File: config.mk
export PLATFORM = sky130hd
export DESIGN_NAME = upg_word_loader
export DESIGN_NICKNAME = d
export VERILOG_FILES = /design/src/rtl/upg_word_loader.sv
export SDC_FILE = /design/constraint.sdc
export NUM_CORES = 1
export LEC_CHECK = 0
export ABC_AREA = 0
export BUFFER_PORTS_ARGS = -buffer_cell sky130_fd_sc_hd__buf_2
export CORE_MARGIN = 2
export CORE_UTILIZATION = 46
export CTS_CLUSTER_DIAMETER = 60
export CTS_CLUSTER_SIZE = 12
export DETAILED_ROUTE_END_ITERATION = 10
export HOLD_SLACK_MARGIN = 0.02
export PLACE_DENSITY_LB_ADDON = 0.2
export SYNTH_ARGS = -nofsm -noshare
export SYNTH_HDL_FRONTEND = slang
export SYNTH_SLANG_ARGS = --single-unit
File: constraint.sdc
create_clock -name upg_clk_i -period 3 [get_ports upg_clk_i]
set_input_delay 0.3 -clock upg_clk_i [delete_from_list [all_inputs] [get_ports upg_clk_i]]
set_output_delay 0.3 -clock upg_clk_i [all_outputs]
set_load 0.05 [all_outputs]
File: src/rtl/upg_word_loader.sv
// -----------------------------------------------------------------------------
// upg_word_loader
//
// Upstream feeder for the UART program-update path. Waits in IDLE for a sync
// byte, then assembles little-endian 32-bit words from the received byte stream.
// Each completed word is emitted as a single-cycle write strobe carrying a word
// address. Instruction memory is filled first (region 0), then data memory
// (region 1). When the last data word has been written, or when the byte
// stream goes quiet for too long, the loader raises upg_done_o. This flag hands
// both memories back to the CPU.
//
// Optional feature (macro UPG_CHECKSUM_EN): after the final data word, one extra
// byte is compared with the running XOR of all payload bytes. A mismatch or a
// timeout while waiting for that byte sets upg_err_o.
//
// Parameters:
//   IMEM_WORDS      words written to instruction memory (1..16384)
//   DMEM_WORDS      words written to data memory (1..16384)
//   TIMEOUT_CYCLES  idle cycles without a byte before the load ends early (>= 2)
//   SYNC_BYTE       start-of-load marker
//
// Ports:
//   upg_clk_i    loader clock
//   upg_rst_n_i  asynchronous active-low reset
//   rx_valid_i   one-cycle pulse, rx_data_i holds a received byte
//   rx_data_i    received byte
//   upg_wen_o    one-cycle word write strobe
//   upg_adr_o    [14] region (0 = instruction, 1 = data), [13:0] word index
//   upg_dat_o    assembled word, held until the next write
//   upg_done_o   load finished, memories belong to the CPU
//   upg_busy_o   load in progress
//   upg_err_o    checksum error (constant 0 without UPG_CHECKSUM_EN)
// -----------------------------------------------------------------------------
module upg_word_loader #(
  parameter int unsigned IMEM_WORDS     = 16384,
  parameter int unsigned DMEM_WORDS     = 16384,
  parameter int unsigned TIMEOUT_CYCLES = 10000000,
  parameter logic [7:0]  SYNC_BYTE      = 8'h55
) (
  input  logic        upg_clk_i,
  input  logic        upg_rst_n_i,
  input  logic        rx_valid_i,
  input  logic [7:0]  rx_data_i,
  output logic        upg_wen_o,
  output logic [14:0] upg_adr_o,
  output logic [31:0] upg_dat_o,
  output logic        upg_done_o,
  output logic        upg_busy_o,
  output logic        upg_err_o
);

  localparam int unsigned TW = $clog2(TIMEOUT_CYCLES);
  localparam logic [TW-1:0] TO_LAST   = TW'(TIMEOUT_CYCLES - 1);
  localparam logic [13:0]   IMEM_LAST = 14'(IMEM_WORDS - 1);
  localparam logic [13:0]   DMEM_LAST = 14'(DMEM_WORDS - 1);

  typedef enum logic [1:0] {
    IDLE  = 2'd0,
    LOAD  = 2'd1,
`ifdef UPG_CHECKSUM_EN
    CHECK = 2'd2,
`endif
    DONE  = 2'd3
  } state_t;

  state_t        state, state_next;
  logic [1:0]    byte_cnt;
  logic [31:0]   asm_word;   // assembly register, independent of upg_dat_o
  logic [13:0]   word_idx;
  logic          region;
  logic [TW-1:0] to_cnt;
`ifdef UPG_CHECKSUM_EN
  logic [7:0]    xor_acc;
  logic          err_q;
`endif

  logic sync_seen;
  logic final_wr;
  logic timeout;

  assign sync_seen = rx_valid_i && (rx_data_i == SYNC_BYTE);
  // The index advances in the strobe cycle. At that point region/word_idx
  // still name the word being written, so the last strobe is identified here.
  assign final_wr  = upg_wen_o && region && (word_idx == DMEM_LAST);
  assign timeout   = !rx_valid_i && (to_cnt == TO_LAST);

  // State register
  always_ff @(posedge upg_clk_i or negedge upg_rst_n_i) begin
    // NOTE: state is updated with non-blocking assignments so that every
    // register samples values from before the clock edge.
    if (!upg_rst_n_i) state <= IDLE;
    else              state <= state_next;
  end

  // Next-state logic
  always_comb begin
    // NOTE: the default comes first, so no path leaves state_next unassigned
    // and no latch is inferred.
    state_next = state;
    case (state)
      IDLE: if (sync_seen) state_next = LOAD;
      LOAD: begin
        if (final_wr) begin
`ifdef UPG_CHECKSUM_EN
          // A byte arriving in the final strobe cycle is already the check byte.
          state_next = rx_valid_i ? DONE : CHECK;
`else
          state_next = DONE;
`endif
        end else if (timeout) begin
          state_next = DONE;
        end
      end
`ifdef UPG_CHECKSUM_EN
      CHECK: if (rx_valid_i || timeout) state_next = DONE;
`endif
      DONE: if (sync_seen) state_next = LOAD;
      default: state_next = IDLE;
    endcase
  end

  // Datapath, counters and registered outputs
  always_ff @(posedge upg_clk_i or negedge upg_rst_n_i) begin
    if (!upg_rst_n_i) begin
      upg_wen_o  <= 1'b0;
      upg_adr_o  <= '0;
      upg_dat_o  <= '0;
      upg_done_o <= 1'b0;
      upg_busy_o <= 1'b0;
      byte_cnt   <= '0;
      asm_word   <= '0;
      word_idx   <= '0;
      region     <= 1'b0;
      to_cnt     <= '0;
`ifdef UPG_CHECKSUM_EN
      xor_acc    <= '0;
      err_q      <= 1'b0;
`endif
    end else begin
      upg_wen_o  <= 1'b0;
      upg_done_o <= (state_next == DONE);
`ifdef UPG_CHECKSUM_EN
      upg_busy_o <= (state_next == LOAD) || (state_next == CHECK);
`else
      upg_busy_o <= (state_next == LOAD);
`endif
      case (state)
        IDLE, DONE: begin
          if (sync_seen) begin
            byte_cnt <= '0;
            word_idx <= '0;
            region   <= 1'b0;
            to_cnt   <= '0;
`ifdef UPG_CHECKSUM_EN
            xor_acc  <= '0;
            err_q    <= 1'b0;
`endif
          end
        end
        LOAD: begin
          if (upg_wen_o) begin
            if (!region && (word_idx == IMEM_LAST)) begin
              region   <= 1'b1;
              word_idx <= '0;
            end else begin
              word_idx <= word_idx + 14'd1;
            end
          end
          if (final_wr) begin
            to_cnt <= '0;
`ifdef UPG_CHECKSUM_EN
            if (rx_valid_i) err_q <= (rx_data_i != xor_acc);
`endif
          end else if (rx_valid_i) begin
            to_cnt   <= '0;
            byte_cnt <= byte_cnt + 2'd1;
            asm_word[{byte_cnt, 3'b000} +: 8] <= rx_data_i;
`ifdef UPG_CHECKSUM_EN
            xor_acc  <= xor_acc ^ rx_data_i;
`endif
            if (byte_cnt == 2'd3) begin
              upg_wen_o <= 1'b1;
              upg_adr_o <= {region, word_idx};
              upg_dat_o <= {rx_data_i, asm_word[23:0]};
            end
          end else begin
            // On timeout a partial word stays in asm_word. It is never
            // strobed, and the next restart clears byte_cnt.
            to_cnt <= to_cnt + 1'b1;
          end
        end
`ifdef UPG_CHECKSUM_EN
        CHECK: begin
          if (rx_valid_i)   err_q  <= (rx_data_i != xor_acc);
          else if (timeout) err_q  <= 1'b1;
          else              to_cnt <= to_cnt + 1'b1;
        end
`endif
        default: ;
      endcase
    end
  end

`ifdef UPG_CHECKSUM_EN
  assign upg_err_o = err_q;
`else
  assign upg_err_o = 1'b0;
`endif

endmodule

==> impl_results.md <==
- H-tree lvl count: 4
- Critical path class: register to register
- Part of the cycle the worst path needs: between 80% and 90%
- Synth Flop Type: dfrtp_1
- Worst EP required: around 3.3 ns
- Total Routing Usage GR: 20.6%
- CP Launch Type: register
- Final hold vios: 0
- Wire length per cell: 17.0 microns
- Compound-gate portion of the synthesized area: 11.0%
- Peak supply drop: 0.308 mV
- PostCTS Resize Cnt: 0
- Largest family of logic cells by synthesized area: simple AND/OR/NAND/NOR gates
- Root Driver: clkbuf_16
- Slew headroom: 42.1%
- Starting Density: between 40 and 50%
- Status: finished clean
- Pin count of the biggest net entering global routing: 70
- Cells after DPL: 709
- Setup WS post-layout: 0.351 ns
- Port bufs: 60
- Vias in the first global route: 4112
- Core area: 0.0120 sq mm
- Slowest CP cell: or4_4
- Via Count: 4207
- First-pass GRT wire length: 20.9 mm
- Area leader, netlist: dfrtp_1
- Max frequency: 378 MHz
- Critical Path Fanout Max: 48
- Global route overflow: 0
- CP max stage delay: 0.60 ns
- Fin crit period: 2.65 ns
- Drt drc: 0
- Post-synthesis xor/xnor area fraction: 0.156%
- CTS Buf Count: 17
- Clock transition at path regs: 0.05 ns
- Finished Layout Cells: 739
- Register area share after synthesis: 52.2%
- Ant diodes: 0
- Top cells by count, synth: dfrtp_1 (117), nand2_1 (54), o21ai_0 (44)
- IO Pins: between 60 and 70
- Post-synth EDFFs: 0
- CTS max path bufs: 2
- Synthesized Nets: 532
- Syn Area/Cell: 10.9 sq um
- Yosys Warn Count: 0
- Adder-Cell Fraction of Synth Area: 2.01%
- Fin area: 0.00662 sq mm
- Vias/cell: between 5 and 6
- # Post-CTS Setup Buffers: 0
- Pwr/cell area: ~840 mW/mm^2
- # rows: 40
- Hold WC Path Type: input port to register
- WP data arrival: approximately 3 ns
- Initial antenna violation count: 0
- Flop and latch count out of synthesis: 117
- CTS tree: done
- Max Slew Vio Count: 0
- Post-Synth Simple-Gate Area: between 10% and 20%
- Die X: 114 microns
- CP bufs+invs: 0
- Fin nets: 602
- Cell area after placement: 0.00608 sq mm
- Top-count cell post-synth: dfrtp_1
- Endpoint type of the worst setup path: register
- RSZ-0062 raised after global routing: no
- TritonCTS Sinks: 117
- Main area contributors after synthesis: dfrtp_1 (52%), mux2_2 (5.6%), mux2_4 (5.1%)
- RD Place Congestion: about 0.84
- Gate Count Post-Synth: between 500 and 600
- WL final: 12.6 mm
- Synthesis-to-layout area growth: 18.1%
- Router iterations before antenna repair: 5
- Worst skew pair latency: around 0.4 ns
- Synth unique cells: 57
- Critical path's top delay family: simple AND/OR/NAND/NOR gates
- Ys async rst share: 100%
- Post-route ant nets: 0
- DRT iter0 DRCs: 357
- Fraction of layout cells with a size suffix above 1: 26.7%
- Setup WS pre-CTS: 0.386 ns
- Setup TNS: 0 ns
- # setup viols final: 0
- Die area: 0.0131 sq mm
- Dpl hpwl: slightly above 8 mm
- Post-synthesis cell area: 0.00561 sq mm
- Max cap viols: 0
- Critical Path, Cell by Cell: ha_1, nand3_1, or4_4, and3_4, and2_4, mux2_4
- Die Y-Extent: 114 microns
- Layout Skew: 0.00742 ns
- Synth top area share: 52.2%
- Static leakage: 3.04 nW
- Worst-Margin Slew: between 0.8 and 0.9 ns
- Multiplexer area fraction after synthesis: 14.3%
## path summary, 6_finish.rpt
kind	startpoint	end	slack, ns	cells after the start
max	word_idx[0]	upg_dat_o[24]	0.35	6
min	rx_data_i[5]	asm_word[13]	0.19	3
max reg2reg	word_idx[0]	upg_dat_o[24]	0.35	6
min reg2reg	to_cnt[20]	to_cnt[20]	0.48	1
max in group asynchronous	upg_rst_n_i	upg_adr_o[14]	1.76	3
min in group asynchronous	upg_rst_n_i	upg_dat_o[20]	0.45	2
## stage by stage
| step | hold slack (ns) | total power, mW | util (%) |
|---|---|---|---|
| 5_1_grt | 0.197 | 5.81 | 55.3 |
| 4_1_cts | 0.179 | 5.58 | 55.3 |
| 6_report | 0.189 | 5.53 | 55.3 |
| 3_3_place_gp | 0.359 | 3.72 | 50.8 |
| 3_5_place_dp | 0.368 | 3.76 | 50.8 |
| 2_1_floorplan | 0.00441 | 3.37 | - |
## worst register-to-register path: cells and delay by family, from the launching register on
kind / cells / cell delay (ns)
AND/OR/NAND/NOR: 4 / 1.42
flip-flops: 1 / 0.42
multiplexers: 1 / 0.40
adder cells (fa/ha/maj): 1 / 0.28
## sequential cells by signal, summed over array words and instances, names as in the netlist, 2 cells and up
name and flops:
word_idx 14, byte_cnt 2, upg_dat_o 32, state 2, upg_adr_o 15, asm_word 24
to_cnt 24
## kinds of logic after synthesis
logic type / count (synthesis)
and+or+nand+nor: 171
other: 1
muxes: 67
xor gates and xnor gates: 1
buffers and inverters: 49
DFF: 117
adders and majority gates: 9
AOI/OAI and AO/OA: 97
## power by group
group          switching (mW)  total (mW)  internal (mW)
registers               0.217        2.13           1.91
logic                    1.09        1.60          0.515
clock network           0.657        1.80           1.14
total                    1.96        5.53           3.57
## cells in the final DEF (no fill, tap or decap), drive strengths merged, types with 12 or more instances in the layout
cell type and instances:
buf 72, dfrtp 117, mux2 47, nor2 13, nand3 25, o31ai 12, clkbuf 24, mux2i 20
nand4 14, o21ai 44, inv 27, nand2 54
## routing by layer
layer  part of all wire (%)  GRT usage [%]
met5                      0              0
met4                    1.6           7.56
met3                    4.4           5.72
met2                     47           31.9
met1                     47           27.7
## cell type report
type / instances / area (sq um)
clock buffers: 24 / 502
clock inverters: 5 / 25.0
fillers: 1038 / 5340
inverters: 27 / 101
multi-input cells: 346 / 2460
flip-flops and latches: 117 / 2930
well taps: 147 / 184
repair buffers: 73 / 415
## repair_timing
| item | 4_1_cts | 5_1_grt |
|---|---|---|
| setup endpoints to repair | 0 | 0 |
| hold buffers | 1 | 0 |
| endpoints found under the hold margin | 48 | 0 |
No activity file was read; power rests on OpenSTA's default activity.
